File: config.mk
export PLATFORM = sky130hd
export DESIGN_NAME = usi_dispatch_ctrl_flat
export DESIGN_NICKNAME = d
export VERILOG_FILES = /design/src/rtl/usi_dispatch_ctrl_if.sv /design/src/rtl/usi_dispatch_ctrl.sv /design/src/flat_wrapper.sv
export SDC_FILE = /design/constraint.sdc
export NUM_CORES = 1
export LEC_CHECK = 0
export ABC_AREA = 1
export BUFFER_PORTS_ARGS = -buffer_cell sky130_fd_sc_hd__buf_2
export CORE_ASPECT_RATIO = 0.75
export CORE_MARGIN = 10
export CORE_UTILIZATION = 45
export CTS_CLUSTER_SIZE = 40
export DETAILED_ROUTE_END_ITERATION = 6
export PLACE_DENSITY = 0.79
export SETUP_SLACK_MARGIN = 0.5
export SYNTH_ARGS = -nofsm -noshare
export SYNTH_HDL_FRONTEND = slang
export SYNTH_SLANG_ARGS = --single-unit
File: constraint.sdc
create_clock -name clk -period 1.83 [get_ports clk]
set_input_delay 0.0915 -clock clk [delete_from_list [all_inputs] [get_ports clk]]
set_output_delay 0.0915 -clock clk [all_outputs]
set_load 0.02 [all_outputs]
File: src/rtl/usi_dispatch_ctrl_if.sv
// ---------------------------------------------------------------------------
// usi_dispatch_ctrl_if
// Bundles the trigger/engine-facing signals of the USI dispatcher.
//   master : USI register/trigger side plus engine feedback (drives requests,
//            observes enables and completion status)
//   slave  : the dispatcher itself
// Signals:
//   enable, tx_req, rx_activity, mode, abort, timeout_cycles -> dispatcher
//   eng_done, eng_err (per engine)                           -> dispatcher
//   usi_busy, engines_off, latch_mode, eng_en, done_pulse,
//   status, status_mode, err_count, pending                  <- dispatcher
// ---------------------------------------------------------------------------
interface usi_dispatch_ctrl_if #(
  parameter int unsigned NUM_ENGINES = 3,
  parameter int unsigned MODE_W      = 2,
  parameter int unsigned TIMEOUT_W   = 16
);
  logic                   enable;
  logic                   tx_req;
  logic                   rx_activity;
  logic [MODE_W-1:0]      mode;
  logic                   abort;
  logic [TIMEOUT_W-1:0]   timeout_cycles;
  logic [NUM_ENGINES-1:0] eng_done;
  logic [NUM_ENGINES-1:0] eng_err;

  logic                   usi_busy;
  logic                   engines_off;
  logic                   latch_mode;
  logic [NUM_ENGINES-1:0] eng_en;
  logic                   done_pulse;
  logic [2:0]             status;
  logic [MODE_W-1:0]      status_mode;
  logic [7:0]             err_count;
  logic                   pending;

  modport master (
    output enable, tx_req, rx_activity, mode, abort, timeout_cycles,
           eng_done, eng_err,
    input  usi_busy, engines_off, latch_mode, eng_en, done_pulse,
           status, status_mode, err_count, pending
  );

  modport slave (
    input  enable, tx_req, rx_activity, mode, abort, timeout_cycles,
           eng_done, eng_err,
    output usi_busy, engines_off, latch_mode, eng_en, done_pulse,
           status, status_mode, err_count, pending
  );
endinterface

File: src/rtl/usi_dispatch_ctrl.sv
// ---------------------------------------------------------------------------
// usi_dispatch_ctrl
// Top-level USI dispatcher. Accepts transmit/receive triggers, latches the
// requested mode, enables exactly one serial engine and supervises it with a
// watchdog and an abort path. Reports a per-transaction status, the mode of
// the last transaction and a saturating error count.
// Ports:
//   clk  : system clock, rising edge
//   rst  : synchronous, active-high reset
//   bus  : usi_dispatch_ctrl_if.slave (triggers, mode, abort, watchdog limit,
//          engine done/err in; enables, state flags, status out)
// All outputs are decoded from registered state only.
// ---------------------------------------------------------------------------
module usi_dispatch_ctrl #(
  parameter int unsigned NUM_ENGINES = 3,
  parameter int unsigned MODE_W      = 2,
  parameter int unsigned TIMEOUT_W   = 16
) (
  input logic                clk,
  input logic                rst,
  usi_dispatch_ctrl_if.slave bus
);

  typedef enum logic [1:0] {
    S_IDLE        = 2'd0,
    S_DISPATCH    = 2'd1,
    S_ACTIVE      = 2'd2,
    S_RETURN_IDLE = 2'd3
  } state_e;

  typedef enum logic [2:0] {
    ST_OK       = 3'd0,
    ST_ENG_ERR  = 3'd1,
    ST_TIMEOUT  = 3'd2,
    ST_BAD_MODE = 3'd3,
    ST_ABORT    = 3'd4
  } status_e;

  localparam logic [MODE_W:0] NUM_ENG_L = (MODE_W+1)'(NUM_ENGINES);

  state_e                 state_q, state_d;
  logic                   pending_q, pending_d;
  logic [MODE_W-1:0]      mode_q, mode_d;
  logic [TIMEOUT_W-1:0]   cnt_q, cnt_d;
  status_e                status_q, status_d;
  logic [MODE_W-1:0]      status_mode_q, status_mode_d;
  logic [7:0]             err_count_q, err_count_d;

  logic                   trig;
  logic                   mode_ok;
  logic [NUM_ENGINES-1:0] sel_oh;
  logic                   sel_done;
  logic                   sel_err;
  logic                   tmo_hit;
  logic                   ret_load;
  status_e                ret_status;

  assign trig    = bus.enable & (bus.tx_req | bus.rx_activity);
  assign mode_ok = ({1'b0, bus.mode} < NUM_ENG_L);

  // Selection decode built by comparison rather than bit-indexing so that
  // MODE_W may be wider than the minimum needed for NUM_ENGINES.
  always_comb begin
    sel_oh = '0;
    for (int unsigned i = 0; i < NUM_ENGINES; i++) begin
      sel_oh[i] = (mode_q == MODE_W'(i));
    end
  end

  assign sel_done = |(bus.eng_done & sel_oh);
  assign sel_err  = |(bus.eng_err  & sel_oh);
  assign tmo_hit  = (bus.timeout_cycles != '0) &&
                    (cnt_q == (bus.timeout_cycles - TIMEOUT_W'(1)));

  // Next-state logic
  always_comb begin
    state_d    = state_q;
    mode_d     = mode_q;
    cnt_d      = cnt_q;
    ret_load   = 1'b0;
    ret_status = ST_OK;

    case (state_q)
      S_IDLE: begin
        if (trig || pending_q) begin
          state_d = S_DISPATCH;
        end
      end

      S_DISPATCH: begin
        mode_d = bus.mode;
        if (bus.abort) begin
          state_d    = S_RETURN_IDLE;
          ret_load   = 1'b1;
          ret_status = ST_ABORT;
        end else if (mode_ok) begin
          state_d = S_ACTIVE;
          cnt_d   = '0;
        end else begin
          state_d    = S_RETURN_IDLE;
          ret_load   = 1'b1;
          ret_status = ST_BAD_MODE;
        end
      end

      S_ACTIVE: begin
        if (sel_err) begin
          state_d    = S_RETURN_IDLE;
          ret_load   = 1'b1;
          ret_status = ST_ENG_ERR;
        end else if (sel_done) begin
          state_d    = S_RETURN_IDLE;
          ret_load   = 1'b1;
          ret_status = ST_OK;
        end else if (bus.abort) begin
          state_d    = S_RETURN_IDLE;
          ret_load   = 1'b1;
          ret_status = ST_ABORT;
        end else if (tmo_hit) begin
          state_d    = S_RETURN_IDLE;
          ret_load   = 1'b1;
          ret_status = ST_TIMEOUT;
        end else begin
          cnt_d = cnt_q + TIMEOUT_W'(1);
        end
      end

      S_RETURN_IDLE: begin
        state_d = S_IDLE;
      end

      default: begin
        state_d = S_IDLE;
      end
    endcase
  end

  // Pending: any trigger outside IDLE is queued (one deep); leaving IDLE
  // consumes both the queued flag and any coincident trigger.
  always_comb begin
    pending_d = 1'b0;
    if (state_q != S_IDLE) begin
      pending_d = pending_q | trig;
    end
  end

  // Status capture on every entry to RETURN_IDLE. mode_d already holds the
  // freshly sampled mode when the exit is taken straight from DISPATCH.
  always_comb begin
    status_d      = status_q;
    status_mode_d = status_mode_q;
    err_count_d   = err_count_q;
    if (ret_load) begin
      status_d      = ret_status;
      status_mode_d = mode_d;
      if ((ret_status != ST_OK) && (err_count_q != 8'hFF)) begin
        err_count_d = err_count_q + 8'd1;
      end
    end
  end

  always_ff @(posedge clk) begin
    if (rst) begin
      state_q       <= S_IDLE;
      pending_q     <= 1'b0;
      mode_q        <= '0;
      cnt_q         <= '0;
      status_q      <= ST_OK;
      status_mode_q <= '0;
      err_count_q   <= '0;
    end else begin
      state_q       <= state_d;
      pending_q     <= pending_d;
      mode_q        <= mode_d;
      cnt_q         <= cnt_d;
      status_q      <= status_d;
      status_mode_q <= status_mode_d;
      err_count_q   <= err_count_d;
    end
  end

  // Moore output decode
  logic                   usi_busy;
  logic                   engines_off;
  logic                   latch_mode;
  logic [NUM_ENGINES-1:0] eng_en;
  logic                   done_pulse;

  always_comb begin
    usi_busy    = 1'b0;
    engines_off = 1'b1;
    latch_mode  = 1'b0;
    eng_en      = '0;
    done_pulse  = 1'b0;
    case (state_q)
      S_DISPATCH: begin
        usi_busy   = 1'b1;
        latch_mode = 1'b1;
      end
      S_ACTIVE: begin
        usi_busy    = 1'b1;
        engines_off = 1'b0;
        eng_en      = sel_oh;
      end
      S_RETURN_IDLE: begin
        done_pulse = 1'b1;
      end
      default: ;
    endcase
  end

  assign bus.usi_busy    = usi_busy;
  assign bus.engines_off = engines_off;
  assign bus.latch_mode  = latch_mode;
  assign bus.eng_en      = eng_en;
  assign bus.done_pulse  = done_pulse;
  assign bus.status      = status_q;
  assign bus.status_mode = status_mode_q;
  assign bus.err_count   = err_count_q;
  assign bus.pending     = pending_q;

endmodule

File: src/flat_wrapper.sv
// flat-port wrapper written by rule: the top's interface ports become plain ports
module usi_dispatch_ctrl_flat 
#(
  parameter int unsigned NUM_ENGINES = 3,
  parameter int unsigned MODE_W      = 2,
  parameter int unsigned TIMEOUT_W   = 16
)
  (clk, rst, bus_enable, bus_tx_req, bus_rx_activity, bus_mode, bus_abort, bus_timeout_cycles, bus_eng_done, bus_eng_err, bus_usi_busy, bus_engines_off, bus_latch_mode, bus_eng_en, bus_done_pulse, bus_status, bus_status_mode, bus_err_count, bus_pending);
  usi_dispatch_ctrl_if #(.NUM_ENGINES(NUM_ENGINES), .MODE_W(MODE_W), .TIMEOUT_W(TIMEOUT_W)) bus_i ();
  input logic clk;
  input logic rst;
  input wire logic [$bits(bus_i.enable)-1:0] bus_enable;
  input wire logic [$bits(bus_i.tx_req)-1:0] bus_tx_req;
  input wire logic [$bits(bus_i.rx_activity)-1:0] bus_rx_activity;
  input wire logic [$bits(bus_i.mode)-1:0] bus_mode;
  input wire logic [$bits(bus_i.abort)-1:0] bus_abort;
  input wire logic [$bits(bus_i.timeout_cycles)-1:0] bus_timeout_cycles;
  input wire logic [$bits(bus_i.eng_done)-1:0] bus_eng_done;
  input wire logic [$bits(bus_i.eng_err)-1:0] bus_eng_err;
  output wire logic [$bits(bus_i.usi_busy)-1:0] bus_usi_busy;
  output wire logic [$bits(bus_i.engines_off)-1:0] bus_engines_off;
  output wire logic [$bits(bus_i.latch_mode)-1:0] bus_latch_mode;
  output wire logic [$bits(bus_i.eng_en)-1:0] bus_eng_en;
  output wire logic [$bits(bus_i.done_pulse)-1:0] bus_done_pulse;
  output wire logic [$bits(bus_i.status)-1:0] bus_status;
  output wire logic [$bits(bus_i.status_mode)-1:0] bus_status_mode;
  output wire logic [$bits(bus_i.err_count)-1:0] bus_err_count;
  output wire logic [$bits(bus_i.pending)-1:0] bus_pending;
  assign bus_i.enable = bus_enable;
  assign bus_i.tx_req = bus_tx_req;
  assign bus_i.rx_activity = bus_rx_activity;
  assign bus_i.mode = bus_mode;
  assign bus_i.abort = bus_abort;
  assign bus_i.timeout_cycles = bus_timeout_cycles;
  assign bus_i.eng_done = bus_eng_done;
  assign bus_i.eng_err = bus_eng_err;
  assign bus_usi_busy = bus_i.usi_busy;
  assign bus_engines_off = bus_i.engines_off;
  assign bus_latch_mode = bus_i.latch_mode;
  assign bus_eng_en = bus_i.eng_en;
  assign bus_done_pulse = bus_i.done_pulse;
  assign bus_status = bus_i.status;
  assign bus_status_mode = bus_i.status_mode;
  assign bus_err_count = bus_i.err_count;
  assign bus_pending = bus_i.pending;
  usi_dispatch_ctrl #(.NUM_ENGINES(NUM_ENGINES), .MODE_W(MODE_W), .TIMEOUT_W(TIMEOUT_W)) u_core (.clk(clk), .rst(rst), .bus(bus_i));
endmodule
=== Yosys cells after proc, flatten, opt, wreduce, memory -nomap -nowiden ===
Cells that the tools add are included.

* Flip-flop bits (word level): 34
* Input port bits: 30
* Output and inout port bits: 21
* Word-level logic and storage cells: 83

* Add/subtract/negate cells: 3
* $lt $le $gt $ge: 1
* Equality and inequality tests: 15
* Mux-type cells: 35
* Bitwise operators: 6
* Reductions and logical operators: 16

{| class="wikitable"
|+ Operator list
! cell !! count
|-
| $mux 16 || 6
|-
| $pmux 16 s2 || 1
|-
| $mux 2 || 9
|-
| $add 16x1->16 const B || 1
|-
| $eq 16x16->1 || 1
|-
| $reduce_bool 16->1 || 1
|-
| $sub 16x1->16 const B || 1
|-
| $mux 3 || 5
|-
| $mux 1 || 11
|-
| $ne 2x2->1 const B || 5
|-
| $add 8x1->8 const B || 1
|-
| $ne 8x8->1 const B || 1
|-
| $pmux 2 s4 || 1
|-
| $reduce_and 7->1 || 1
|-
| $and 3x3->3 || 2
|-
| $eq 2x2->1 const B || 3
|-
| $pmux 3 s2 || 1
|-
| $reduce_or 3->1 || 2
|-
| $ne 5x2->1 const B || 1
|-
| $eq 2x1->1 const B || 2
|-
| $logic_not 2->1 || 2
|-
| $ne 2x1->1 const B || 2
|-
| $reduce_and 2->1 || 2
|-
| $reduce_bool 2->1 || 2
|-
| other kinds (9) || 12
|}

=== Depth between registers and ports, before layout ===
Gate-level depths: netlist of the first run.

* Depth in word-level cells: 11
* Mapped depth: 20
* Gate-level depth less buffers: 20

=== Least setup slack after synthesis of the first run ===
No wires, ideal clock.

* Path kind: register to register
* From: register u_core.state_q[0]
* To: register u_core.err_count_q[0] (netlist: u_core.bus.err_count[0])
* Library setup time: 0.113 ns
* Arrival time: 1.857 ns
* Data required time: 1.717 ns
* Setup slack: -0.140 ns
* Stages on the path, launching flop included: 12
* Buffers on the path: 0
* Clock period less this slack: 1.970 ns
* Cells stage by stage: dfxtp_1 inv_1 ha_1 inv_1 a211oi_1 nor2_1 nand2_1 nand2_4 nor2_2 nand2_1 nand2_1 nor2_1

* Word-level cells in the longest chain between the ends: 5
* Elaborated cells on any way between the ends: 7
* Classes of those cells: eq/ne (2); mux (2); reduce/logical (3)

{| class="wikitable"
|+ Ends and longest elaborated chain
! element !! line !! source
|-
| start: declaration || usi_dispatch_ctrl.sv:41 || <nowiki>state_e state_q, state_d;</nowiki>
|-
| start signal: assignment || usi_dispatch_ctrl.sv:172 || <nowiki>state_q <= state_d;</nowiki>
|-
| $eq 2x2->1 / $eq 2x1->1 (equally long branches) || usi_dispatch_ctrl.sv:83 || <nowiki>case (state_q)</nowiki>
|-
| $pmux 3 s2 || usi_dispatch_ctrl.sv:83 ||
|-
| $reduce_bool 3->1 || usi_dispatch_ctrl.sv:156 || <nowiki>if ((ret_status != ST_OK) && (err_count_q != 8'hFF)) begin</nowiki>
|-
| $logic_and 1x1->1 || usi_dispatch_ctrl.sv:156 ||
|-
| $reduce_and 2->1 (no line) (*) || - ||
|-
| end signal: assignment || usi_dispatch_ctrl.sv:178 || <nowiki>err_count_q <= err_count_d;</nowiki>
|-
| end: declaration || usi_dispatch_ctrl.sv:47 || <nowiki>logic [7:0] err_count_q, err_count_d;</nowiki>
|}

Mark *: on every way between the ends. The rest lies on a longest branch, timed or not.
A chain may end at the register's enable or synchronous reset.

=== Worst setup path after layout of the first run ===
* From: register u_core.cnt_q[15]
* To: register u_core.err_count_q[3] (netlist: u_core.bus.err_count[3])

* Word-level cells in the longest chain between the ends: 10
* Elaborated cells on any way between the ends: 15
* Classes of those cells: eq/ne (1); mux (10); reduce/logical (4)

{| class="wikitable"
|+ Ends and longest elaborated chain
! element !! line !! source
|-
| start: declaration || usi_dispatch_ctrl.sv:44 || <nowiki>logic [TIMEOUT_W-1:0] cnt_q, cnt_d;</nowiki>
|-
| start signal: assignment || usi_dispatch_ctrl.sv:175 || <nowiki>cnt_q <= cnt_d;</nowiki>
|-
| $eq 16x16->1 (*) || usi_dispatch_ctrl.sv:73 || <nowiki>(cnt_q == (bus.timeout_cycles - TIMEOUT_W'(1)));</nowiki>
|-
| $logic_and 1x1->1 (*) || usi_dispatch_ctrl.sv:72 || <nowiki>assign tmo_hit = (bus.timeout_cycles != '0) &&</nowiki>
|-
| $mux 2 || usi_dispatch_ctrl.sv:119 || <nowiki>end else if (tmo_hit) begin</nowiki>
|-
| $mux 3 || usi_dispatch_ctrl.sv:115 || <nowiki>end else if (bus.abort) begin</nowiki>
|-
| $mux 3 || usi_dispatch_ctrl.sv:111 || <nowiki>end else if (sel_done) begin</nowiki>
|-
| $mux 3 || usi_dispatch_ctrl.sv:107 || <nowiki>if (sel_err) begin</nowiki>
|-
| $pmux 3 s2 || usi_dispatch_ctrl.sv:83 ||
|-
| $reduce_bool 3->1 || usi_dispatch_ctrl.sv:156 ||
|-
| $logic_and 1x1->1 || usi_dispatch_ctrl.sv:156 ||
|-
| $reduce_and 2->1 (no line) (*) || - ||
|}

Marks and branches as above.

==> results.md, run 1 <==
- Port Buffer Count: 50
- Nets: 629
- Register area share after synthesis: 24.6%
- Peak VDD IR: 914 uV
- Final hold violations: 0
- Critical Path End Type: register
- Yosys cell types: 34
- Total congestion overflow: 0
- Tightest Pin Transition: 0.436 ns
- Placed Area: 3700 um2
- Status: finished, violations left
- Hold_sp: bus_enable
- Yosys warning total: 0
- Max Fclk: 450 MHz
- Post-synthesis async set-or-reset flop share: 0%
- Post-route cell area: 4320 um2
- Tmin final: 2.22 ns
- Top-Level Pins: 51
- Syn nets: 487
- Clk_skew: 0.0135 ns
- Cells after Synth: 449
- Worst skew pair latency: 0.30 ns
- # placed instances: 638
- RSZ-0062 raised after global routing: yes
- Cell Count, Final, Fillers Out: 670
- Reg-to-reg endpoint: u_core.bus.err_count[3]$_SDFFE_PP0P_
- EDFF count, synth: 0
- CP Launch Type: register
- Max cap viols: 0
- CP Max Fanout: 8
- Final worst-path cycle share: 121%
- Core Area: 5890 um2
- FF-to-FF Start: u_core.cnt_q[15]$_SDFFE_PP0P_
- Area grow syn2layout: 56.3%
- Hold Crit Class: in -> reg
- Worst-path clk slew: 0.07 ns
- Final setup viols: 31
- CTS Hold Buffers Added: 0
- Final ANT Viol Nets: 0
- Total track usage: 21.4%
- WL final: 11.9 mm
- Slew Viols, Final: 0
- Gate power share: 62.4%
- Detailed-placement wirelength estimate: 7.13 mm
- # diodes: 0
- Max clock buf depth: 2
- First-pass GRT wire length: 17.5 mm
- CP Class: reg -> reg
- Syn_area_per_cell: 6.16 um2
- Die area: 9710 um2
- Rows: 24
- Number of global-route vias before repair: 3,608
- R2R cell count: 13
- WP data required: 2.06 ns
- Total power: 4.05 mW
- Top_reg_cell synth: dfxtp_1
- Mapped cell area: 2770 um2
- Routed wire per std cell: 17.8 um
- Die Span Y: 87.9 um
- DR vias/cell: 5.81
- CTS tree: yes
- Lkg Pwr: 1.93 nW
- Initial drt markers: 679
- Hold Crit Endpoint: u_core.bus.pending$_SDFF_PP0_
- Pre-CTS WS: -0.363 ns
- Pre-Repair DR Iteration Count: 7
- P_int: 2.20 mW
- Root Driver: clkbuf_8
- Yosys reg bits: 34
- Final setup margin: -0.392 ns
- Worst hold stages: 3
- Largest net degree at the start of global routing: 25
- CTS Buf Count: 5
- Sw Ratio: 45.7%
- Critical Path AT: 2.45 ns
- Slew headroom: 70.7%
- Power per cell area: 937 nW/um2
- Initial core utilization: 47.0%
- Clk pwr share: 15.1%
- Failing checks: setup timing
- Layout cell share with drive strength beyond 1: 40.0%
- Die Span X: 111 um
- Routability congestion estimate: 0.981
- H-tree Lvls: 2
- Utilization after layout: 73.4%
- NetSw: 1.85 mW
- Initial antenna violation count: 0
- Sequential share of power: 22.5%
- FF-to-FF setup slack: -0.39 ns
- Total number of vias: 3,894
- Clock sinks: 34
- Drt drc: 0
## power by group through the flow
| stage | logic (mW) | clock network [mW] | registers, mW |
|---|---|---|---|
| finish | 2.53 | 0.612 | 0.911 |
| global route | 2.65 | 0.636 | 0.922 |
| CTS | 2.17 | 0.599 | 0.900 |
| detailed placement | 1.71 | 0 | 0.906 |
| global placement | 1.65 | 0 | 0.902 |
| floorplan | 0.998 | 0 | 0.953 |
## cell families (layout without fill, tap and decap cells)
kind of cell,count (synthesis),after routing,share of synthesized area [%]
AOI/OAI and AO/OA,47,47,10.7
DFF,34,34,24.6
and+or+nand+nor,271,272,44.1
xor gates and xnor gates,23,23,7.29
adders and majority gates,8,8,3.62
buffers and inverters,66,208,9.64
## how the worst max path moves through the flow
| stage | start | to | slack [ns] | depth (start not counted) |
|---|---|---|---|---|
| floorplan | u_core.cnt_q[10]$_SDFFE_PP0P_ | u_core.bus.err_count[7]$_SDFFE_PP0P_ | 0.08 | 16 |
| global placement | bus_timeout_cycles[1] | u_core.bus.err_count[2]$_SDFFE_PP0P_ | -0.24 | 21 |
| detailed placement | bus_timeout_cycles[1] | u_core.bus.err_count[5]$_SDFFE_PP0P_ | -0.36 | 21 |
| CTS | u_core.cnt_q[5]$_SDFFE_PP0P_ | u_core.bus.err_count[5]$_SDFFE_PP0P_ | -0.16 | 18 |
| global route | u_core.cnt_q[1]$_SDFFE_PP0P_ | u_core.bus.err_count[3]$_SDFFE_PP0P_ | -0.46 | 16 |
| finish | u_core.cnt_q[15]$_SDFFE_PP0P_ | u_core.bus.err_count[3]$_SDFFE_PP0P_ | -0.39 | 13 |
## synthesized netlist by cell type, types with 6 or more instances
| cell type | n | area [um2] |
|---|---|---|
| nand3_1 | 41 | 205 |
| a21oi_1 | 26 | 130 |
| ha_1 | 8 | 100 |
| dfxtp_1 | 34 | 681 |
| o21ai_0 | 8 | 40.0 |
| o21bai_2 | 6 | 67.6 |
| nor3_1 | 15 | 75.1 |
| inv_1 | 53 | 199 |
| nand2_1 | 118 | 443 |
| nor2_2 | 8 | 50.1 |
| nor2_1 | 58 | 218 |
| nand3b_1 | 7 | 52.6 |
| nand4_1 | 8 | 50.1 |
| xor2_1 | 20 | 175 |
## sequential cells by signal, indices dropped and copies added (netlist names)
| register | cells |
|---|---|
| u_core.bus.err_count | 8 |
| u_core.bus.pending | 1 |
| u_core.bus.status | 3 |
| u_core.bus.status_mode | 2 |
| u_core.cnt_q | 16 |
| u_core.mode_q | 2 |
| u_core.state_q | 2 |
## worst max-delay path, cell delays in order, from the launching register on
cell and delay (ns):
dfxtp_1 0.40, xor2_1 0.21, nand3b_1 0.14, nand2_1 0.05, inv_1 0.05, nand3_1 0.09
nor2_2 0.20, buf_4 0.16, nand4_1 0.15, nand2_2 0.19, nand2_8 0.14, clkinv_4 0.11
nand3_1 0.10, a21oi_2 0.16
## cell usage in the layout, fill, tap and decap left out, types with 2 or more instances in the layout
| cell type | n |
|---|---|
| ha_4 | 5 |
| nand2_2 | 11 |
| o21ai_2 | 2 |
| nor2_4 | 6 |
| nand3_2 | 6 |
| o21bai_4 | 5 |
| nand2_1 | 111 |
| dfxtp_2 | 10 |
| xnor2_1 | 2 |
| nor2_2 | 9 |
| nor2_1 | 54 |
| nor3_1 | 9 |
| inv_6 | 2 |
| clkbuf_8 | 6 |
| dfxtp_1 | 23 |
| nand4_1 | 8 |
| nand2_8 | 3 |
| buf_6 | 16 |
| nor4_1 | 3 |
| inv_1 | 47 |
| xor2_1 | 19 |
| inv_4 | 3 |
| nand3_1 | 35 |
| nor3_4 | 3 |
| o21ai_0 | 3 |
| inv_2 | 2 |
| a21oi_1 | 23 |
| nand3b_1 | 7 |
| buf_2 | 43 |
| a211oi_2 | 3 |
| ha_1 | 3 |
| a21oi_2 | 3 |
| o21ai_1 | 4 |
| nor3_2 | 3 |
| buf_4 | 84 |
## metal layers
metal,track usage [%],vias to the layer above,share of wire (%)
li1,-,1723,-
met1,25.9,1724,37
met2,36.2,336,45
met3,4.92,111,12
met4,8.84,0,5.8
met5,0,-,0
## final cells by class
cell class              instances  area (um2)
fillers                       427        1560
clock inverters                 1        5.00
multi-input cells             350        2150
inverters                      55         229
flip-flops and latches         34         697
clock buffers                   7        86.3
well taps                      78        97.6
repair buffers                145        1060
## per-stage QoR
stage	TNS (ns)	hold WS, ns
3_5_place_dp	-8.00	0.436
3_3_place_gp	-4.80	0.397
5_1_grt	-9.51	0.144
4_1_cts	-2.06	0.129
6_report	-7.62	0.118
2_1_floorplan	0	0.301
## repair_timing
| action | 4_1_cts | 5_1_grt |
|---|---|---|
| pin swaps | 28 | 10 |
| gates resized for setup | 63 | 27 |
| setup buffers | 16 | 6 |
| endpoints found under the setup margin | 37 | 39 |
| endpoints found under the hold margin | 0 | 0 |
| cloned | 2 | 0 |
Note: power is estimated with default switching activity, not from simulation.
==> run 2, diff against run 1 <==
Settings changed: CORE_ASPECT_RATIO 0.75 to 2.
==> results.md, run 2 (same netlist as run 1, synthesis figures left out) <==
- Reg-to-reg endpoint: u_core.cnt_q[6]$_SDFFE_PP0P_
- Crit path to: u_core.cnt_q[6]$_SDFFE_PP0P_
- Final hold violations: 0
- Nets: 627
- Die Span X: 75.4 um
- WP data required: 2.03 ns
- Rows: 40
- Worst-path clk slew: 0.06 ns
- DR vias/cell: 5.67
- Number of global-route vias before repair: 3,886
- Initial drt markers: 186
- Power per cell area: 1050 nW/um2
- Leading cell type in the layout, fill and taps excluded: nand2_1
- CP cell instances: inv_2 -> nand2_1 -> nand2_2 -> inv_1 -> nand2_1 -> nand2_2 -> nand2_1 -> nor2_1 -> nand2_1 -> nor2_4 -> nand3_1 -> nand2_2 -> inv_6 -> nand2_8 -> o21ai_2 -> nand3_1 -> nor2_1
- Critical Path AT: 2.26 ns
- P_int: 2.82 mW
- Drt drc: 0
- Routed wire per std cell: 17.2 um
- Total power: 4.75 mW
- Clock sinks: 34
- CP Launch Type: register
- Core Area: 6010 um2
- Crit path from: u_core.cnt_q[5]$_SDFFE_PP0P_
- Layout cell share with drive strength beyond 1: 44.1%
- Failing checks: setup timing
- Tightest Pin Transition: 0.434 ns
- CTS Buf Count: 5
- CTS Hold Buffers Added: 0
- Hold Crit Class: in -> reg
- Number of flip-flops under the largest register name: 16
- H-tree Lvls: 2
- NetSw: 1.93 mW
- Most numerous cell on the critical path: nand2_1
- Largest net degree at the start of global routing: 25
- Total number of vias: 3,700
- Fill cell count: 394
- Crit path max-delay family: simple AND/OR/NAND/NOR gates
- Hold slack: 0.131 ns
- Status: finished, violations left
- CP Max Fanout: 8
- WP depth: 17
- Worst skew pair latency: 0.29 ns
- Initial core utilization: 46.0%
- Final ANT Viol Nets: 0
- Initial antenna violation count: 0
- Max Fclk: 487 MHz
- Final worst-path cycle share: 112%
- Area grow syn2layout: 63.8%
- Sw Ratio: 40.6%
- Lkg Pwr: 1.99 nW
- Die area: 9870 um2
- R2R cell count: 17
- Top-Level Pins: 51
- Pre-Repair DR Iteration Count: 7
- Detailed-placement wirelength estimate: 7.27 mm
- Crit path largest cell delay: 0.34 ns
- CP Class: reg -> reg
- RSZ-0062 raised after global routing: yes
- CTS tree: yes
- Peak VDD IR: 1170 uV
- Tmin final: 2.05 ns
- # diodes: 0
- Routability congestion estimate: 1.00
- Worst hold stages: 3
- Total track usage: 21.9%
- Clk pwr share: 24.3%
- WL final: 11.3 mm
- Final setup margin: -0.224 ns
- Max cap viols: 0
- Total congestion overflow: 0
- First-pass GRT wire length: 16.8 mm
- Pre-CTS WS: -0.340 ns
- CP bufs+invs: 3
- Root Driver: clkbuf_16
- Top reg by flops: u_core.cnt_q
- Critical Path End Type: register
- Slew Viols, Final: 0
- Port Buffer Count: 50
- Max clock buf depth: 2
- Final setup viols: 23
- Clk_skew: 0.00586 ns
- Slowest CP cell: dfxtp_2
- Slew headroom: 71.0%
- Sequential share of power: 19.3%
- FF-to-FF Start: u_core.cnt_q[5]$_SDFFE_PP0P_
- Gate power share: 56.4%
- FF-to-FF setup slack: -0.22 ns
- Most frequent cells in the layout: nand2_1 (105), buf_4 (80), nor2_1 (51), inv_1 (46), buf_2 (44)
- Die Span Y: 131 um
## run 2: cell types whose count changed in the layout (fill, tap and decap cells not counted), sizes merged
cell,before,now
buf,145,142
clkbuf,7,6
inv,54,55
a21oi,27,28
bufinv,0,2
clkinv,2,0
## run 2: power groups by stage
| stage | Combinational [mW] | Sequential, mW | Clock (mW) |
|---|---|---|---|
| detailed placement | 1.64 | 0.908 | 0 |
| finish | 2.68 | 0.918 | 1.15 |
| CTS | 2.22 | 0.908 | 1.16 |
| floorplan | 0.998 | 0.953 | 0 |
| global route | 2.82 | 0.927 | 1.19 |
| global placement | 1.61 | 0.903 | 0 |
## run 2: area by class of cell
type | instances | area [um2] | area share (%)
Tap cell | 63 | 78.8 | 1.74
Timing Repair Buffer | 142 | 1040 | 23.1
Multi-Input combinational cell | 351 | 2280 | 50.3
Sequential cell | 34 | 701 | 15.5
Clock buffer | 6 | 139 | 3.07
Clock inverter | 2 | 60.1 | 1.33
Inverter | 55 | 229 | 5.05
## run 2: worst min path at each step
| stage | to | slack (ns) | from |
|---|---|---|---|
| after floorplan | u_core.bus.pending$_SDFF_PP0_ | 0.30 | bus_enable |
| after global placement | u_core.bus.pending$_SDFF_PP0_ | 0.42 | bus_enable |
| after detailed placement | u_core.bus.pending$_SDFF_PP0_ | 0.43 | bus_enable |
| after CTS | u_core.bus.pending$_SDFF_PP0_ | 0.13 | bus_enable |
| after global routing | u_core.bus.pending$_SDFF_PP0_ | 0.17 | bus_enable |
| final | u_core.bus.pending$_SDFF_PP0_ | 0.13 | bus_enable |
## run 2: worst reg2reg max path, cell delays in order (launching register included)
cell,delay [ns]
dfxtp_2,0.34
inv_2,0.07
nand2_1,0.07
nand2_2,0.06
inv_1,0.04
nand2_1,0.06
nand2_2,0.06
nand2_1,0.06
nor2_1,0.04
nand2_1,0.12
nor2_4,0.07
nand3_1,0.10
nand2_2,0.10
inv_6,0.14
nand2_8,0.10
o21ai_2,0.14
nand3_1,0.18
nor2_1,0.24
## run 2: stage by stage
| step | instance area, um2 | utilization, % | cells | TNS [ns] |
|---|---|---|---|---|
| after floorplan | 2880 | - | 449 | 0 |
| after global placement | 3640 | 60.5 | 617 | -4.36 |
| after detailed placement | 3640 | 60.5 | 617 | -5.96 |
| after CTS | 4270 | 71.1 | 644 | -0.752 |
| after global routing | 4530 | 75.4 | 653 | -8.61 |
| final | 4530 | 75.4 | 653 | -2.33 |
## run 2: timing repair
item / in CTS / in global routing
pin swaps: 22 / 13
endpoints found under the hold margin: 0 / 0
cloned: 2 / 1
endpoints found under the setup margin: 37 / 37
buffers inserted: 17 / 8
gates resized for setup: 81 / 45
## run 2: layer usage
| layer | wire length [um] | GRT usage, % |
|---|---|---|
| met3 | 620 | 5.21 |
| met4 | 1100 | 19.3 |
| met5 | 0 | 0 |
| met1 | 3350 | 17.2 |
| met2 | 6190 | 41.4 |
